--- src/rtl/capture_ctrl_if.sv ---
// Capture controller bundle: run/ack control, sample strobe, trigger and
// trigger position in; sample RAM write port and capture status out.
// The master side is the command/sample source, the slave side is capture_ctrl.
interface capture_ctrl_if #(
    parameter int ADDR_W = 9
);
    // Control and sample inputs to the controller
    logic              run;
    logic              clr_done;
    logic              smpl_en;
    logic              trig;
    logic [ADDR_W-1:0] trig_pos;

    // Sample RAM write port and capture status
    logic              we;
    logic [ADDR_W-1:0] waddr;
    logic              armed;
    logic              triggered;
    logic              capture_done;
    logic [ADDR_W-1:0] trig_addr;

    modport master (
        output run, clr_done, smpl_en, trig, trig_pos,
        input  we, waddr, armed, triggered, capture_done, trig_addr
    );

    modport slave (
        input  run, clr_done, smpl_en, trig, trig_pos,
        output we, waddr, armed, triggered, capture_done, trig_addr
    );
endinterface

--- src/rtl/capture_ctrl.sv ---
// Capture sequencer for the analyzer sample RAM.
// Fills the circular RAM with pre-trigger history, arms, accepts the first
// trigger, writes trig_pos post-trigger samples and then freezes the RAM with
// capture_done raised until the readout path acknowledges it with clr_done.
module capture_ctrl #(
    parameter int ADDR_W = 9
) (
    input  logic           clk,
    input  logic           rst_n,
    capture_ctrl_if.slave  bus
);

    // Fill target is DEPTH - trig_pos, so the fill counter carries one extra
    // bit to represent a full DEPTH-sample fill when trig_pos is zero.
    localparam logic [ADDR_W:0] DEPTH_W = {1'b1, {ADDR_W{1'b0}}};

    typedef enum logic [2:0] {
        S_IDLE,
        S_FILL,
        S_ARMED,
        S_POST,
        S_DONE
    } state_e;

    state_e            state_q, state_d;
    logic [ADDR_W-1:0] waddr_q, waddr_d;
    logic [ADDR_W-1:0] trig_addr_q, trig_addr_d;
    logic [ADDR_W-1:0] post_cnt_q, post_cnt_d;
    logic [ADDR_W:0]   fill_cnt_q, fill_cnt_d;
    logic              armed_q, armed_d;
    logic              triggered_q, triggered_d;
    logic              done_q, done_d;

    logic              we;
    logic [ADDR_W-1:0] waddr_inc;
    logic [ADDR_W:0]   fill_cnt_inc;
    logic [ADDR_W:0]   fill_target;

    // A write happens on every sample strobe while the capture is live;
    // DONE and IDLE never write, which is what keeps a finished capture frozen.
    assign we           = bus.smpl_en & (state_q inside {S_FILL, S_ARMED, S_POST});
    assign waddr_inc    = waddr_q + ADDR_W'(1);
    assign fill_cnt_inc = fill_cnt_q + (ADDR_W + 1)'(1);
    assign fill_target  = DEPTH_W - {1'b0, bus.trig_pos};

    // State register and all capture bookkeeping
    always_ff @(posedge clk or negedge rst_n) begin
        if (!rst_n) begin
            state_q     <= S_IDLE;
            waddr_q     <= '0;
            trig_addr_q <= '0;
            post_cnt_q  <= '0;
            fill_cnt_q  <= '0;
            armed_q     <= 1'b0;
            triggered_q <= 1'b0;
            done_q      <= 1'b0;
        end else begin
            // NOTE: non-blocking assignments so every register samples the
            // pre-edge value of its peers regardless of statement order.
            state_q     <= state_d;
            waddr_q     <= waddr_d;
            trig_addr_q <= trig_addr_d;
            post_cnt_q  <= post_cnt_d;
            fill_cnt_q  <= fill_cnt_d;
            armed_q     <= armed_d;
            triggered_q <= triggered_d;
            done_q      <= done_d;
        end
    end

    // Next-state and register updates for the capture sequence
    always_comb begin
        // NOTE: every _d defaults to its held value first, so no path through
        // the case below can leave a signal unassigned and infer a latch.
        state_d     = state_q;
        waddr_d     = waddr_q;
        trig_addr_d = trig_addr_q;
        post_cnt_d  = post_cnt_q;
        fill_cnt_d  = fill_cnt_q;
        armed_d     = armed_q;
        triggered_d = triggered_q;
        done_d      = done_q;

        unique case (state_q)
            S_IDLE: begin
                // A new capture always starts writing from address 0.
                if (bus.run && !done_q) begin
                    state_d    = S_FILL;
                    waddr_d    = '0;
                    fill_cnt_d = '0;
                end
            end

            S_FILL: begin
                // Trigger is ignored until enough pre-trigger history exists.
                if (!bus.run) begin
                    state_d     = S_IDLE;
                    armed_d     = 1'b0;
                    triggered_d = 1'b0;
                end else if (we) begin
                    waddr_d    = waddr_inc;
                    fill_cnt_d = fill_cnt_inc;
                    if (fill_cnt_inc == fill_target) begin
                        state_d = S_ARMED;
                        armed_d = 1'b1;
                    end
                end
            end

            S_ARMED: begin
                if (!bus.run) begin
                    state_d     = S_IDLE;
                    armed_d     = 1'b0;
                    triggered_d = 1'b0;
                end else begin
                    // Keep overwriting the oldest history while waiting.
                    if (we) begin
                        waddr_d = waddr_inc;
                    end
                    if (bus.trig) begin
                        // A write in the trigger cycle is the last pre-trigger
                        // sample, so the first post-trigger slot is one past it.
                        triggered_d = 1'b1;
                        armed_d     = 1'b0;
                        trig_addr_d = we ? waddr_inc : waddr_q;
                        post_cnt_d  = bus.trig_pos;
                        if (bus.trig_pos == '0) begin
                            state_d = S_DONE;
                            done_d  = 1'b1;
                        end else begin
                            state_d = S_POST;
                        end
                    end
                end
            end

            S_POST: begin
                if (!bus.run) begin
                    state_d     = S_IDLE;
                    armed_d     = 1'b0;
                    triggered_d = 1'b0;
                end else if (we) begin
                    // The last post-trigger write leaves waddr on the oldest
                    // sample, which is where readout begins.
                    waddr_d    = waddr_inc;
                    post_cnt_d = post_cnt_q - ADDR_W'(1);
                    if (post_cnt_q == ADDR_W'(1)) begin
                        state_d = S_DONE;
                        done_d  = 1'b1;
                    end
                end
            end

            S_DONE: begin
                // RAM is frozen; only the readout acknowledge releases it.
                if (bus.clr_done) begin
                    state_d     = S_IDLE;
                    done_d      = 1'b0;
                    triggered_d = 1'b0;
                end
            end

            default: begin
                state_d = S_IDLE;
            end
        endcase
    end

    assign bus.we           = we;
    assign bus.waddr        = waddr_q;
    assign bus.trig_addr    = trig_addr_q;
    assign bus.armed        = armed_q;
    assign bus.triggered    = triggered_q;
    assign bus.capture_done = done_q;

endmodule

--- src/flat_wrapper.sv ---
// flat-port wrapper written by rule: the top's interface ports become plain ports
module capture_ctrl_flat 
#(
    parameter int ADDR_W = 9
)
  (clk, rst_n, bus_run, bus_clr_done, bus_smpl_en, bus_trig, bus_trig_pos, bus_we, bus_waddr, bus_armed, bus_triggered, bus_capture_done, bus_trig_addr);
  capture_ctrl_if #(.ADDR_W(ADDR_W)) bus_i ();
  input  logic clk;
  input  logic rst_n;
  input wire logic [$bits(bus_i.run)-1:0] bus_run;
  input wire logic [$bits(bus_i.clr_done)-1:0] bus_clr_done;
  input wire logic [$bits(bus_i.smpl_en)-1:0] bus_smpl_en;
  input wire logic [$bits(bus_i.trig)-1:0] bus_trig;
  input wire logic [$bits(bus_i.trig_pos)-1:0] bus_trig_pos;
  output wire logic [$bits(bus_i.we)-1:0] bus_we;
  output wire logic [$bits(bus_i.waddr)-1:0] bus_waddr;
  output wire logic [$bits(bus_i.armed)-1:0] bus_armed;
  output wire logic [$bits(bus_i.triggered)-1:0] bus_triggered;
  output wire logic [$bits(bus_i.capture_done)-1:0] bus_capture_done;
  output wire logic [$bits(bus_i.trig_addr)-1:0] bus_trig_addr;
  assign bus_i.run = bus_run;
  assign bus_i.clr_done = bus_clr_done;
  assign bus_i.smpl_en = bus_smpl_en;
  assign bus_i.trig = bus_trig;
  assign bus_i.trig_pos = bus_trig_pos;
  assign bus_we = bus_i.we;
  assign bus_waddr = bus_i.waddr;
  assign bus_armed = bus_i.armed;
  assign bus_triggered = bus_i.triggered;
  assign bus_capture_done = bus_i.capture_done;
  assign bus_trig_addr = bus_i.trig_addr;
  capture_ctrl #(.ADDR_W(ADDR_W)) u_core (.clk(clk), .rst_n(rst_n), .bus(bus_i));
endmodule
--- config.mk ---
export PLATFORM = sky130hd
export DESIGN_NAME = capture_ctrl_flat
export DESIGN_NICKNAME = d
export VERILOG_FILES = /design/src/rtl/capture_ctrl_if.sv /design/src/rtl/capture_ctrl.sv /design/src/flat_wrapper.sv
export SDC_FILE = /design/constraint.sdc
export NUM_CORES = 1
export LEC_CHECK = 0
export CORE_UTILIZATION = 35
export DETAILED_ROUTE_END_ITERATION = 8
export PLACE_DENSITY = 0.63
export SYNTH_ARGS = -nofsm -noshare
export SYNTH_HDL_FRONTEND = slang
export SYNTH_SLANG_ARGS = --single-unit
--- constraint.sdc ---
create_clock -name clk -period 4 [get_ports clk]
set_input_delay 0.6 -clock clk [delete_from_list [all_inputs] [get_ports clk]]
set_output_delay 0.6 -clock clk [all_outputs]
set_load 0.005 [all_outputs]
Word-level counts from Yosys, hierarchy flattened
Index checks and enable logic that the tools add are counted.
{"block": "totals", "ff_bits": 43, "output_inout_bits": 22, "wordCells": 100}
{"block": "op_classes", "addsub": 4, "n_eq_ne": 24, "muxes": 43, "bitwise": 1, "reduce_logical": 20}
{"op": "two-way mux 9 bit", "count": 7}
{"op": "one-hot mux 9 bit (2 select lines)", "count": 2}
{"op": "two-way mux 3 bit", "count": 11}
{"op": "two-way mux 10 bit", "count": 3}
{"op": "!= test 2 bit, second input constant", "count": 11}
{"op": "one-hot mux 10 bit (2 select lines)", "count": 1}
{"op": "two-way mux 1 bit", "count": 15}
{"op": "!= test 3 bit, second input constant", "count": 5}
{"op": "one-hot mux 3 bit (5 select lines)", "count": 1}
{"op": "adder 10 x 1 -> 10 bit, second input constant", "count": 1}
{"op": "equality test 10 bit", "count": 1}
{"op": "AND reduction 5 bit", "count": 2}
{"op": "subtractor 10 x 9 -> 10 bit, first input constant", "count": 1}
{"op": "adder 9 x 1 -> 9 bit, second input constant", "count": 1}
{"op": "equality test 9 x 1 -> 1 bit, second input constant", "count": 1}
{"op": "logical NOT 9 bit", "count": 1}
{"op": "one-hot mux 1 bit (3 select lines)", "count": 3}
{"op": "nonzero test 3 bit", "count": 3}
{"op": "subtractor 9 x 1 -> 9 bit, second input constant", "count": 1}
{"op": "AND reduction 4 bit", "count": 2}
{"op": "AND reduction 8 bit", "count": 1}
{"op": "AND reduction 7 bit", "count": 1}
{"op": "equality test 3 x 2 -> 1 bit, second input constant", "count": 2}
{"op": "AND reduction 3 bit", "count": 2}
{"op": "10 further kinds", "count": 13}

Longest topological paths before layout
{"block": "logic_depth", "ltp_word": 6, "mapped_depth": 10, "depth_no_buf": 10}

Least setup slack after synthesis
OpenSTA, ideal clock, no wires.
{"block": "synth_timing", "kind": "input-to-reg", "startpoint": "input port bus_trig_pos[5]", "endpoint": "register u_core.state_q[1]", "setup_time_ns": 0.121, "arrival_time_ns": 2.512, "t_required_ns": 3.879, "slack_ns": 1.367, "path_stages": 9, "path_buffers": 0, "path_cell_list": "nor4_1 -> and3_1 -> ha_1 -> xor2_1 -> or3_1 -> nand3_1 -> a2111oi_4 -> and3_1 -> a32o_2"}
{"block": "synth_via", "elab_chain_len": 5, "elab_cells_between_ends": 9, "cone_classes": "1 x add/sub; 2 x eq/ne; 4 x mux; 2 x reduce/logical"}
{"item": "from (decl)", "line": "flat_wrapper.sv:14", "source": "input wire logic [$bits(bus_i.trig_pos)-1:0] bus_trig_pos;"}
{"item": "parallel branches: the longest is 5 deep, another holds subtractor 10 x 9 -> 10 bit"}
{"item": "to (signal assigned)", "line": "capture_ctrl.sv:60", "source": "state_q <= state_d;"}
{"item": "to (decl)", "line": "capture_ctrl.sv:25", "source": "state_e state_q, state_d;"}
Parallel ways; which one is timed is not known. The select of a mux whose other input is x is not followed.
A chain may end at the register's enable or synchronous reset.

Final worst setup path
{"block": "layout_timing", "startpoint": "input port bus_trig_pos[4]", "endpoint": "register u_core.state_q[1]"}
The elaborated chain is that of the path after synthesis.

==> results_dict.tcl <==
set metrics [dict create \
    clock_latency_ns 0.30 \
    drtIter0Drc 138 \
    ant_nets 0 \
    syn_nets 344 \
    ios 37 \
    reg2reg_from "u_core.fill_cnt_q[0]" \
    cts_hold_buf 0 \
    synth_adder_area_share_pct 2.737 \
    cts_made_buffers 5 \
    skew_ns 0.01081 \
    synth_top_family_by_area "compound AO/OA/AOI/OAI gates" \
    firstDrtPassIters 5 \
    seqCellArea_mm2 0.001076 \
    tightest_slew_ns 0.9949 \
    synth_xor_area_share_pct 9.808 \
    synth_top_area_cell "dfrtp_1" \
    wire_per_inst_um 14.18 \
    vias 2448 \
    synth_area_mm2 0.002743 \
    grt_max_degree 44 \
    rsz0062_at_grt "false" \
    multi_input_area_mm2 0.001575 \
    pwr-share-clk_pct 34.7 \
    slew_violations 0 \
    syn_inst 323 \
    synth_commonest_cells "o21ai_0, dfrtp_1, nand2_1" \
    finalSetupTns_ns 0 \
    grt_util_all_layers_pct 16.98 \
    p_comb_share_pct 22.2 \
    async_flop_share_pct 100.0 \
    final_nets 376 \
    reg2reg_slack_ns 1.69 \
    antennaDiodeCount 0 \
    synthSimpleGateAreaFrac_pct 22.08 \
    antenna_found_initial 0 \
    hpwl_um 4637 \
    gp_congestion 0.8384 \
    cts_tree "done" \
    total_power_w 0.001167 \
    port_buffers 36 \
    die_height_um 90.52 \
    irDropWorstVdd_uv 158.1 \
    setup_viol 0 \
    grt_pass1_wl_um 11300 \
    grt-ovfl-total 0 \
    drive_gt1_share_pct 3.933 \
    grt_use_met3_pct 4.125 \
    p_seq_share_pct 43.1 \
    yosys_most_used_dff "dfrtp_1" \
    core_area_mm2 0.007408 \
    rr_endpoint "u_core.state_q[1]" \
    rows 31 \
    synth-seq-cells 43 \
    period_share_pct 75.80 \
    hold_viol 0 \
    critPathCapture "u_core.state_q[1]" \
    ff2ff_path_depth 7 \
    slew_headroom_pct 33.68 \
    cts.sinks 43 \
    cts_resized 0 \
    initial_core_util_pct 37.02 \
    die_w_um 90.52 \
    status "completed" \
    p_leak_nw 1.394 \
    ys_top_cells_by_area "dfrtp_1, o21ai_0, nand2_1, nor2_1, xnor2_1" \
    ys_types 42 \
    crit_required_ns 4.20 \
    synth_area_per_cell_um2 8.491 \
    viasPerCell 5.380 \
    drc 0 \
    cts_buffer_depth 2 \
    switching_share_pct 28.49 \
    fill_cells 742 \
    max_freq_mhz 329.8 \
    endpoint_kind "register" \
    cp.arrival_ns 3.23 \
    switchingPower_w 0.0003326 \
    totalWireLength_um 6452 \
    synth.mux.area_fraction_pct 0.3650 \
    timing.max_cap.violations 0 \
    clkSlewWorstSetupHoldPaths_ns 0.09 \
    fin_crit_ns 3.032 \
    critPathKind "in2reg" \
    hold_path_class "in2async" \
    met2_usage_pct 26.20 \
    busiest_layer "met2" \
    powerDensity_mw_per_mm2 352.0 \
    htreeDepth 2 \
    cp-start-kind "input port" \
    crit_fanout 4 \
    synth-compound-area-share_pct 22.45 \
    critical_path.startpoint "bus_trig_pos[4]" \
    yosysMostFrequentCell "o21ai_0" \
    grt_pass1_vias 2307 \
    ys_seq_area_share_pct 39.23 \
    die_area_mm2 0.008194 \
    cts_root_buffer "clkbuf_8" \
    synth_top_area_share_pct 39.23 \
    p_int_w 0.0008347 \
    yosys_warnings 0 \
    synth_edf_count 0 \
    met1_usage_pct 23.40 \
    post_cts_buffers 0 \
    syn2layout_area_growth_pct 20.89 \
]
-- layout make-up --
cell class / instances / share of cell area (%)
inverters: 10 / 1.132
clock buffers: 6 / 2.189
repair buffers: 38 / 11.17
clock inverters: 2 / 1.811
flip-flops and latches: 43 / 32.45
multi-input cells: 257 / 47.51
well taps: 99 / 3.736
-- flip-flops by register name, indices dropped and copies added (netlist names) --
register,cells
u_core.bus.triggered,1
u_core.state_q,3
u_core.post_cnt_q,9
u_core.bus.capture_done,1
u_core.fill_cnt_q,10
u_core.bus.trig_addr,9
u_core.bus.armed,1
u_core.bus.waddr,9
-- cell usage in the layout, fill, tap and decap left out, types with 6 or more instances in the layout --
cell	count
a21oi_1	21
and3_1	8
clkdlybuf4s50_1	35
dfrtp_1	43
ha_1	6
inv_1	10
nand2_1	35
nand2b_1	7
nand3_1	9
nand4_1	6
nor2_1	33
nor3_1	6
o21ai_0	44
o31ai_1	10
xnor2_1	13
xor2_1	10
-- critical path, stage by stage --
cell             delay (ns)
clkdlybuf4s50_1        0.48
nor4_1                 0.55
and3_1                 0.24
ha_1                   0.23
xor2_1                 0.15
or3_1                  0.32
nand3_1                0.14
a2111oi_4              0.07
and3_1                 0.18
a32o_2                 0.26
-- kinds of logic after synthesis --
| group | count (synthesis) |
|---|---|
| and+or+nand+nor | 124 |
| AOI/OAI and AO/OA | 100 |
| DFF | 43 |
| xor gates and xnor gates | 26 |
| buffers and inverters | 23 |
| adders and majority gates | 6 |
| muxes | 1 |
-- stage by stage --
step / cell area, µm² / utilization, % / setup slack [ns] / std cells / hold WS (ns)
after floorplan: 2743 / - / 1.367 / 323 / 0.3044
after global routing: 3316 / 44.76 / 0.8217 / 455 / 0.5188
final: 3316 / 44.76 / 0.9682 / 455 / 0.4632
after global placement: 3183 / 42.97 / 0.7613 / 447 / 0.4656
after CTS: 3316 / 44.76 / 0.9828 / 455 / 0.4997
after detailed placement: 3183 / 42.97 / 0.6778 / 447 / 0.4790
-- worst min path at each step --
stage | from | end | slack, ns | depth (start not counted)
2_1_floorplan | rst_n | u_core.bus.armed | 0.30 | 0
3_3_place_gp | u_core.post_cnt_q[8] | u_core.post_cnt_q[8] | 0.47 | 2
3_5_place_dp | u_core.post_cnt_q[8] | u_core.post_cnt_q[8] | 0.48 | 2
4_1_cts | rst_n | u_core.post_cnt_q[8] | 0.50 | 1
5_1_grt | u_core.post_cnt_q[8] | u_core.post_cnt_q[8] | 0.52 | 2
6_report | rst_n | u_core.bus.trig_addr[5] | 0.46 | 1
-- power by group through the flow --
stage | Clock (W) | Combinational, W | Sequential [W]
2_1_floorplan | 0 | 0.000169 | 0.000498
3_3_place_gp | 0 | 0.000259 | 0.000510
3_5_place_dp | 0 | 0.000261 | 0.000512
4_1_cts | 0.000416 | 0.000263 | 0.000503
5_1_grt | 0.000434 | 0.000291 | 0.000509
6_report | 0.000406 | 0.000259 | 0.000503
-- layer usage --
metal  part of all wire [%]  vias up
li1                       -     1222
met1                     50     1165
met2                     45       55
met4                    1.1        0
met5                      0        -
met3                    3.6        6
Note: power is estimated with default switching activity, not from simulation.
